--- src/rtl/lsu_master.sv ---
// Load/store initiator: turns one pipeline load/store into word-wide memory beats
// with byte enables. Define LSU_MISALIGN_SPLIT_EN to split lane-crossing accesses into two beats.
module lsu_master #(
  parameter int unsigned MEM_AW  = 30,
  parameter logic [31:0] HC_ADDR = 32'hFFFF_FF00
) (
  input  logic              clk,
  input  logic              rst,
  input  logic              req_valid,
  output logic              req_ready,
  input  logic [2:0]        info_load,
  input  logic [1:0]        info_store,
  input  logic [31:0]       addr,
  input  logic [31:0]       wdata,
  input  logic [31:0]       hc_data,
  output logic              rsp_valid,
  output logic [31:0]       rsp_data,
  output logic              misalign_err,
  output logic              mem_req_valid,
  input  logic              mem_req_ready,
  output logic              mem_we,
  output logic [MEM_AW-1:0] mem_addr,
  output logic [3:0]        mem_be,
  output logic [31:0]       mem_wdata,
  input  logic              mem_rsp_valid,
  input  logic [31:0]       mem_rdata
);

  localparam logic [2:0] S_IDLE  = 3'd0;
  localparam logic [2:0] S_REQ0  = 3'd1;
  localparam logic [2:0] S_WAIT0 = 3'd2;
  localparam logic [2:0] S_RESP  = 3'd5;
`ifdef LSU_MISALIGN_SPLIT_EN
  localparam logic [2:0] S_REQ1  = 3'd3;
  localparam logic [2:0] S_WAIT1 = 3'd4;
`endif

  logic [2:0]        r_state;
  logic              r_store;
  logic              r_signed;
  logic [1:0]        r_off;
  logic [2:0]        r_size;
  logic [31:0]       r_rsp_data;
  logic              r_mem_we;
  logic [MEM_AW-1:0] r_mem_addr;
  logic [3:0]        r_mem_be;
  logic [31:0]       r_mem_wdata;
`ifdef LSU_MISALIGN_SPLIT_EN
  logic              r_split;
  logic [3:0]        r_be_hi;
  logic [31:0]       r_wdata_hi;
  logic [31:0]       r_lo;
  logic [7:0]        w_be_wide;
  logic [63:0]       w_wdata_wide;
  logic [63:0]       w_src;
`else
  logic              r_mis;
`endif

  logic              w_is_store;
  logic              w_signed;
  logic              w_is_lw;
  logic              w_split;
  logic [2:0]        w_size;
  logic [3:0]        w_mask;
  logic [3:0]        w_be0;
  logic [31:0]       w_wdata0;
  logic [MEM_AW-1:0] w_word0;
  logic [31:0]       w_shifted;
  logic [31:0]       w_ext;

  // Store decode wins when both info fields are nonzero.
  always_comb begin
    w_is_store = (info_store != 2'd0);
    w_size     = 3'd0;
    w_signed   = 1'b0;
    w_is_lw    = 1'b0;
    if (w_is_store) begin
      case (info_store)
        2'd1:    w_size = 3'd1;
        2'd2:    w_size = 3'd2;
        default: w_size = 3'd4;
      endcase
    end else begin
      case (info_load)
        3'd1:    begin w_size = 3'd1; w_signed = 1'b1; end
        3'd2:    begin w_size = 3'd2; w_signed = 1'b1; end
        3'd3:    begin w_size = 3'd4; w_is_lw  = 1'b1; end
        3'd4:    w_size = 3'd1;
        3'd5:    w_size = 3'd2;
        default: w_size = 3'd0;
      endcase
    end
  end

  always_comb begin
    case (w_size)
      3'd1:    w_mask = 4'b0001;
      3'd2:    w_mask = 4'b0011;
      3'd4:    w_mask = 4'b1111;
      default: w_mask = 4'b0000;
    endcase
  end

  assign w_split = ({1'b0, addr[1:0]} + w_size) > 3'd4;
  assign w_word0 = addr[MEM_AW+1:2];

`ifdef LSU_MISALIGN_SPLIT_EN
  // Upper halves of the widened lane shift are exactly the second beat's be/wdata.
  assign w_be_wide    = {4'b0000, w_mask} << addr[1:0];
  assign w_wdata_wide = {32'h0, wdata} << {addr[1:0], 3'b000};
  assign w_be0        = w_be_wide[3:0];
  assign w_wdata0     = w_wdata_wide[31:0];
  assign w_src        = (r_state == S_WAIT1) ? {mem_rdata, r_lo} : {32'h0, mem_rdata};
  assign w_shifted    = 32'(w_src >> {r_off, 3'b000});
`else
  assign w_be0        = w_mask << addr[1:0];
  assign w_wdata0     = wdata << {addr[1:0], 3'b000};
  assign w_shifted    = mem_rdata >> {r_off, 3'b000};
`endif

  always_comb begin
    case (r_size)
      3'd1:    w_ext = r_signed ? {{24{w_shifted[7]}}, w_shifted[7:0]}
                                : {24'h0, w_shifted[7:0]};
      3'd2:    w_ext = r_signed ? {{16{w_shifted[15]}}, w_shifted[15:0]}
                                : {16'h0, w_shifted[15:0]};
      default: w_ext = w_shifted;
    endcase
  end

  always_ff @(posedge clk or posedge rst) begin
    if (rst) begin
      r_state     <= S_IDLE;
      r_store     <= 1'b0;
      r_signed    <= 1'b0;
      r_off       <= '0;
      r_size      <= '0;
      r_rsp_data  <= '0;
      r_mem_we    <= 1'b0;
      r_mem_addr  <= '0;
      r_mem_be    <= '0;
      r_mem_wdata <= '0;
`ifdef LSU_MISALIGN_SPLIT_EN
      r_split     <= 1'b0;
      r_be_hi     <= '0;
      r_wdata_hi  <= '0;
      r_lo        <= '0;
`else
      r_mis       <= 1'b0;
`endif
    end else begin
      case (r_state)
        S_IDLE: begin
          if (req_valid) begin
            r_store  <= w_is_store;
            r_signed <= w_signed;
            r_size   <= w_size;
            r_off    <= addr[1:0];
`ifndef LSU_MISALIGN_SPLIT_EN
            r_mis    <= 1'b0;
`endif
            if (w_size == 3'd0) begin
              r_rsp_data <= '0;
              r_state    <= S_RESP;
            end else if (w_is_lw && (addr == HC_ADDR)) begin
              r_rsp_data <= hc_data;
              r_state    <= S_RESP;
`ifndef LSU_MISALIGN_SPLIT_EN
            end else if (w_split) begin
              r_rsp_data <= '0;
              r_mis      <= 1'b1;
              r_state    <= S_RESP;
`endif
            end else begin
              r_mem_we    <= w_is_store;
              r_mem_addr  <= w_word0;
              r_mem_be    <= w_be0;
              r_mem_wdata <= w_wdata0;
`ifdef LSU_MISALIGN_SPLIT_EN
              r_split     <= w_split;
              r_be_hi     <= w_be_wide[7:4];
              r_wdata_hi  <= w_wdata_wide[63:32];
`endif
              r_state     <= S_REQ0;
            end
          end
        end
        S_REQ0: if (mem_req_ready) r_state <= S_WAIT0;
        S_WAIT0: begin
          if (mem_rsp_valid) begin
`ifdef LSU_MISALIGN_SPLIT_EN
            r_lo <= mem_rdata;
            if (r_split) begin
              r_mem_addr  <= r_mem_addr + MEM_AW'(1);
              r_mem_be    <= r_be_hi;
              r_mem_wdata <= r_wdata_hi;
              r_state     <= S_REQ1;
            end else begin
              r_rsp_data <= r_store ? '0 : w_ext;
              r_state    <= S_RESP;
            end
`else
            r_rsp_data <= r_store ? '0 : w_ext;
            r_state    <= S_RESP;
`endif
          end
        end
`ifdef LSU_MISALIGN_SPLIT_EN
        S_REQ1: if (mem_req_ready) r_state <= S_WAIT1;
        S_WAIT1: begin
          if (mem_rsp_valid) begin
            r_rsp_data <= r_store ? '0 : w_ext;
            r_state    <= S_RESP;
          end
        end
`endif
        S_RESP:  r_state <= S_IDLE;
        default: r_state <= S_IDLE;
      endcase
    end
  end

  assign req_ready = (r_state == S_IDLE);
  assign rsp_valid = (r_state == S_RESP);
  assign rsp_data  = r_rsp_data;
`ifdef LSU_MISALIGN_SPLIT_EN
  assign mem_req_valid = (r_state == S_REQ0) || (r_state == S_REQ1);
  assign misalign_err  = 1'b0;
`else
  assign mem_req_valid = (r_state == S_REQ0);
  assign misalign_err  = rsp_valid & r_mis;
`endif
  assign mem_we    = r_mem_we;
  assign mem_addr  = r_mem_addr;
  assign mem_be    = r_mem_be;
  assign mem_wdata = r_mem_wdata;

endmodule

--- config.mk ---
export PLATFORM = sky130hd
export DESIGN_NAME = lsu_master
export DESIGN_NICKNAME = d
export VERILOG_FILES = /design/src/rtl/lsu_master.sv
export SDC_FILE = /design/constraint.sdc
export NUM_CORES = 1
export LEC_CHECK = 0
export CAP_MARGIN = 5
export CORE_MARGIN = 10
export CORE_UTILIZATION = 40
export CTS_CLUSTER_SIZE = 12
export DETAILED_ROUTE_END_ITERATION = 6
export GPL_ROUTABILITY_DRIVEN = 1
export PLACE_DENSITY = 0.75
export SLEW_MARGIN = 20
export SYNTH_ARGS = -nofsm -noshare
export SYNTH_HDL_FRONTEND = slang
export SYNTH_SLANG_ARGS = --single-unit
--- constraint.sdc ---
create_clock -name clk -period 3.75 [get_ports clk]
set_input_delay 0.375 -clock clk [delete_from_list [all_inputs] [get_ports clk]]
set_output_delay 0.375 -clock clk [all_outputs]
set_load 0.02 [all_outputs]
==> results of run 1 <==
power groups by stage:
stage	sequential, mW	combinational [mW]	clock, mW
5_1_grt	2.06	3.38	1.01
4_1_cts	2.00	3.19	0.953
3_5_place_dp	2.01	3.17	0
6_report	2.00	3.15	0.928
2_1_floorplan	2.43	1.29	0
3_3_place_gp	1.99	3.13	0
worst paths after layout:
kind	from	slack [ps]	depth (start not counted)	to
min	mem_wdata[15]$_DFFE_PP0P_	480	2	mem_wdata[15]$_DFFE_PP0P_
max reg2reg	r_off[0]$_DFFE_PP0P_	1150	6	rsp_data[18]$_DFFE_PP0P_
max in group asynchronous	rst	2400	3	mem_wdata[23]$_DFFE_PP0P_
min reg2reg	mem_wdata[15]$_DFFE_PP0P_	480	2	mem_wdata[15]$_DFFE_PP0P_
min in group asynchronous	rst	580	2	rsp_data[16]$_DFFE_PP0P_
max	info_store[0]	610	12	rsp_data[11]$_DFFE_PP0P_
sequential cells by signal (all words and copies together) (netlist names):
register	flops
r_store	1
r_off	2
mem_we	1
r_mis	1
r_signed	1
mem_be	4
rsp_data	32
r_size	3
mem_wdata	32
r_state	3
mem_addr	30
area by class of cell:
type                    instances  area [sq um]  share of cell area
inverters                      31           119              0.0132
clock buffers                  11           253              0.0281
flip-flops and latches        110          2750               0.306
well taps                     188           235              0.0262
multi-input cells             410          3030               0.337
clock inverters                 5          32.5             0.00362
repair buffers                255          2560               0.285
logic make-up (layout without fill, tap and decap cells):
group / after synthesis / in the layout
buffers and inverters: 73 / 302
adder cells (fa/ha/maj): 5 / 5
flip-flops: 110 / 110
XOR/XNOR: 4 / 4
multiplexers: 114 / 114
AO/OA/AOI/OAI: 140 / 140
AND/OR/NAND/NOR: 147 / 147
worst max-delay path, stage by stage:
cell and delay (ps):
clkdlybuf4s50_1 490, inv_1 70, ha_1 240, o22ai_1 260, ha_1 200, inv_1 50, fa_1 400, xnor2_2 300
o211ai_2 140, a22oi_4 230, buf_12 260, mux2_2 360
per-layer routing:
layer	routed length (microns)	global-route usage
met5	0	0
met4	299	0.0537
met3	2190	0.0848
met2	9670	0.321
met1	8730	0.236
metrics by stage:
step	utilization	hold slack [ps]	total power, mW	std cells
2_1_floorplan	-	464	3.73	593
3_3_place_gp	0.574	460	5.12	994
3_5_place_dp	0.574	465	5.18	994
4_1_cts	0.593	481	6.14	1010
5_1_grt	0.593	499	6.45	1010
6_report	0.593	478	6.07	1010
cells in the final DEF, fill, tap and decap left out, types with 11 or more instances in the layout:
| cell | instances |
|---|---|
| a21oi_1 | 44 |
| buf_4 | 11 |
| clkdlybuf4s50_1 | 239 |
| dfrtp_1 | 110 |
| inv_1 | 30 |
| mux2_2 | 47 |
| mux2_4 | 11 |
| mux2i_1 | 53 |
| nand2_1 | 78 |
| nor2_1 | 22 |
| nor2b_1 | 12 |
| o21ai_0 | 46 |
==> results_dict.tcl, run 1 <==
set metrics [dict create \
    status "finished clean" \
    syn_nets 736 \
    yosys_warnings 0 \
    relSlewSlack 0.401 \
    critical_path_class "input pin to flip-flop" \
    root_buffer "clkbuf_16" \
    fin_worst_skew_ps 5.92 \
    clk_latency_ps 340 \
    nets 960 \
    synth_mux_area_frac 0.207 \
    overflow 0 \
    switching_share 0.392 \
    synthFlopType "dfrtp_1" \
    grt_pass1_wl_mm 32.5 \
    clkTransAtPathRegs_ps 70 \
    antenna_found_initial 0 \
    yosys.area_share.adder 0.0114 \
    grt_pass1_vias 5845 \
    drt-wirelength-per-cell_microns 20.7 \
    worstMarginPinSlew_ps 898 \
    num_vias 5295 \
    worstHoldPathType "flip-flop to flip-flop" \
    finalSetupViolations 0 \
    cp-end-kind "flip-flop" \
    fin_area_sq_mm 0.00898 \
    postSynthAreaPerCell_sq_um 10.4 \
    netlist_instances 593 \
    drc 0 \
    rows 45 \
    internal_power_mw 3.69 \
    yosys-top-cells-area "dfrtp_1, mux2i_1, mux2_2, nand2_1, o21ai_0" \
    powerDensity_mw_per_mm2 676 \
    numClockSinks 110 \
    drt-initial-drc-count 206 \
    cts_resized 0 \
    track_usage 0.199 \
    holdBufCountCts 0 \
    setup_slack_ps 606 \
    start_kind "input pin" \
    crit_required_ps 3980 \
    layout_min_cycle_time_ps 3140 \
    slew_viol_final 0 \
    floorplan.initialDensity 0.405 \
    n_antenna_cell 0 \
    synth_top_family_by_area "multiplexers" \
    place_area_sq_mm 0.00870 \
    synthTopCellsByCount "dfrtp_1, nand2_1, mux2i_1, mux2_2, o21ai_0" \
    synth.distinct_cells 62 \
    vdd_drop_max_mv 0.439 \
    grt_max_degree 68 \
    io_buffers 240 \
    pwr-share-seq 0.329 \
    leakagePower_nw 3.91 \
    pre_cts_ws_ps 243 \
    clkPwrFrac 0.153 \
    firstDrtPassIters 4 \
    yosysTopAreaCellShare 0.448 \
    p_comb_frac 0.518 \
    area_growth_pct 46.3 \
    synth_seq_cells 110 \
    yosysMostFrequentCell "dfrtp_1" \
    num-fill-cells 1283 \
    max_freq_mhz 318 \
    drive_above_1_share 0.128 \
    h-tree-depth 3 \
    switchingPower_mw 2.38 \
    postCtsSetupBuffers 0 \
    maxCapViolations 0 \
    dpl.hpwl_mm 16.4 \
    fin_crit_sh 0.838 \
    cts_tree "done" \
    synth_compound_area_frac 0.147 \
    dieHeight_microns 144 \
    syn-cell-area_sq_mm 0.00614 \
    synthSimpleGateAreaFrac 0.119 \
    boundaryPins 241 \
    crit_fanout 33 \
    place_congestion 0.922 \
    rsz0062_at_grt "no" \
    synth_edf_count 0 \
    wl_mm 20.9 \
    yosys.area_share.xor_xnor 0.00693 \
    clockBufferDepth 2 \
    synth-async-reset-ratio 1.00 \
    coreArea_sq_mm 0.0151 \
    ant_nets 0 \
    synth_top_cell_by_area "dfrtp_1" \
    die_w_microns 144 \
    yosysSeqAreaShare 0.448 \
    critical_path_arrival_ps 3380 \
    finalSetupTns_ps 0 \
    dieArea_sq_mm 0.0207 \
    finalHoldViolations 0 \
    via_per_inst 5.24 \
    cts_buffers 9 \
]
(Power assumes the default switching activity.)
==> inputs of run 2 (changes only) <==
--- a/config.mk
+++ b/config.mk
@@ -11,7 +11,7 @@
 export CTS_CLUSTER_SIZE = 12
 export DETAILED_ROUTE_END_ITERATION = 6
 export GPL_ROUTABILITY_DRIVEN = 1
-export PLACE_DENSITY = 0.75
+export PLACE_DENSITY = 0.78
 export SLEW_MARGIN = 20
 export SYNTH_ARGS = -nofsm -noshare
 export SYNTH_HDL_FRONTEND = slang
==> constraint.sdc (replaced) <==
create_clock -name clk -period 2.6 [get_ports clk]
set_input_delay 0.26 -clock clk [delete_from_list [all_inputs] [get_ports clk]]
set_output_delay 0.26 -clock clk [all_outputs]
set_load 0.02 [all_outputs]
==> results_dict.tcl, run 2 (synthesis results as in run 1) <==
set metrics [dict create \
    dieHeight_microns 144 \
    max_freq_mhz 396 \
    min_from "info_load[2]" \
    die_w_microns 144 \
    grt_pass1_vias 5735 \
    cts_buffers 9 \
    via_per_inst 5.27 \
    r2r_end "rsp_data[20]$_DFFE_PP0P_" \
    finalSetupViolations 0 \
    final_common_cell "clkdlybuf4s50_1" \
    vdd_drop_max_mv 0.634 \
    reg2reg_setup_slack_ps 320 \
    reg2reg_from "r_state[2]$_DFFE_PP0P_" \
    powerDensity_mw_per_mm2 990 \
    drt-wirelength-per-cell_microns 20.5 \
    start_kind "input pin" \
    maxCapViolations 0 \
    overflow 0 \
    final_cells 1047 \
    fin_worst_skew_ps 7.62 \
    antenna_found_initial 0 \
    fin_crit_sh 0.971 \
    cts_tree "done" \
    fin_area_sq_mm 0.00966 \
    wl_mm 21.4 \
    coreArea_sq_mm 0.0151 \
    place_congestion 0.882 \
    root_buffer "clkbuf_16" \
    num_vias 5514 \
    hold_end "r_signed$_DFFE_PP0P_" \
    min_path_cells 3 \
    h-tree-depth 3 \
    worstHoldPathType "input pin to flip-flop" \
    rows 45 \
    clk_latency_ps 350 \
    slew_viol_final 0 \
    final_cell_mix "clkdlybuf4s50_1, dfrtp_1, nand2_1" \
    clkTransAtPathRegs_ps 70 \
    crit_fanout 9 \
    relSlewSlack 0.578 \
    leakagePower_nw 4.27 \
    drc 0 \
    area_growth_pct 57.4 \
    holdWs_ps 338 \
    floorplan.initialDensity 0.405 \
    place_area_sq_mm 0.00896 \
    drive_above_1_share 0.187 \
    num-fill-cells 1193 \
    drt-initial-drc-count 335 \
    io_buffers 240 \
    crit_required_ps 2830 \
    critical_path_arrival_ps 2760 \
    numClockSinks 110 \
    grt_pass1_wl_mm 31.9 \
    firstDrtPassIters 4 \
    holdBufCountCts 0 \
    worstRegToRegCells 5 \
    fin_util 0.638 \
    ant_nets 0 \
    track_usage 0.197 \
    grt_max_degree 111 \
    crit_path_start "info_load[1]" \
    dpl.cell_count 1014 \
    dieArea_sq_mm 0.0207 \
    boundaryPins 241 \
    clockBufferDepth 2 \
    critical_path_class "input pin to flip-flop" \
    dpl.hpwl_mm 15.8 \
    finalHoldViolations 0 \
    worstMarginPinSlew_ps 633 \
    status "finished clean" \
    n_antenna_cell 0 \
    layout_min_cycle_time_ps 2520 \
    nets 997 \
    cp-end-kind "flip-flop" \
]
[run 2: changes by cell type in the layout (fill, tap and decap cells not counted), moves of 3 or more]
cell,before,now
o31ai_2,0,3
bufinv_16,0,3
clkdlybuf4s50_1,239,234
o31ai_1,9,5
buf_12,4,9
buf_4,11,34
clkbuf_2,0,4
inv_1,30,27
mux2_4,11,20
mux2_2,47,38
clkbuf_16,9,15
clkinv_2,3,0
[run 2: what timing repair did]
item	CTS	global route
setup endpoints to repair	85	69
buffers inserted	8	4
gates resized for setup	11	27
pin swaps	8	8
cloned	2	7
[run 2: report_power, final]
group	internal, mW	switching, mW
sequential	2.39	0.443
combinational	2.59	2.48
clock	0.978	0.676
total	5.96	3.60
[run 2: critical path: stages]
cell and delay [ps]:
dlygate4sd2_1 250, buf_6 120, nand2b_4 140, o22ai_4 170, ha_4 160, inv_2 30, fa_2 520, nor2b_4 150
buf_4 130, o2111ai_4 140, buf_12 200, buf_12 130, buf_4 160, nand2_1 110, o31ai_4 80
[run 2: area by class of cell]
cell class / count / area [sq um] / share of cell area
repair buffers: 292 / 3010 / 0.312
clock inverters: 6 / 118 / 0.0122
multi-input cells: 410 / 3170 / 0.328
well taps: 188 / 235 / 0.0243
inverters: 31 / 138 / 0.0142
flip-flops and latches: 110 / 2750 / 0.285
clock buffers: 10 / 239 / 0.0247
[run 2: per-layer routing]
metal / global-route usage / up-vias / routed length (microns)
met2: 0.315 / 229 / 9940
met1: 0.236 / 2633 / 8850
met3: 0.0888 / 24 / 2290
met4: 0.0484 / 0 / 349
met5: 0 / - / 0
li1: - / 2628 / -
[run 2: stage by stage]
stage	setup WS, ps	TNS [ps]	power, mW
5_1_grt	-9.06	-19.6	10.1
3_3_place_gp	-516	-42370	7.49
6_report	75.8	0	9.57
3_5_place_dp	-606	-48520	7.56
4_1_cts	6.33	0	9.41
2_1_floorplan	-82.4	-969	5.40
[run 2: worst max-delay path by stage]
stage,to,slack (ps),cells past startpoint
2_1_floorplan,rsp_data[10]$_DFFE_PP0P_,-80,14
3_3_place_gp,rsp_data[11]$_DFFE_PP0P_,-520,14
3_5_place_dp,rsp_data[16]$_DFFE_PP0P_,-610,13
4_1_cts,rsp_data[5]$_DFFE_PP0P_,6,14
5_1_grt,mem_wdata[13]$_DFFE_PP0P_,-9,16
6_report,mem_wdata[13]$_DFFE_PP0P_,80,15
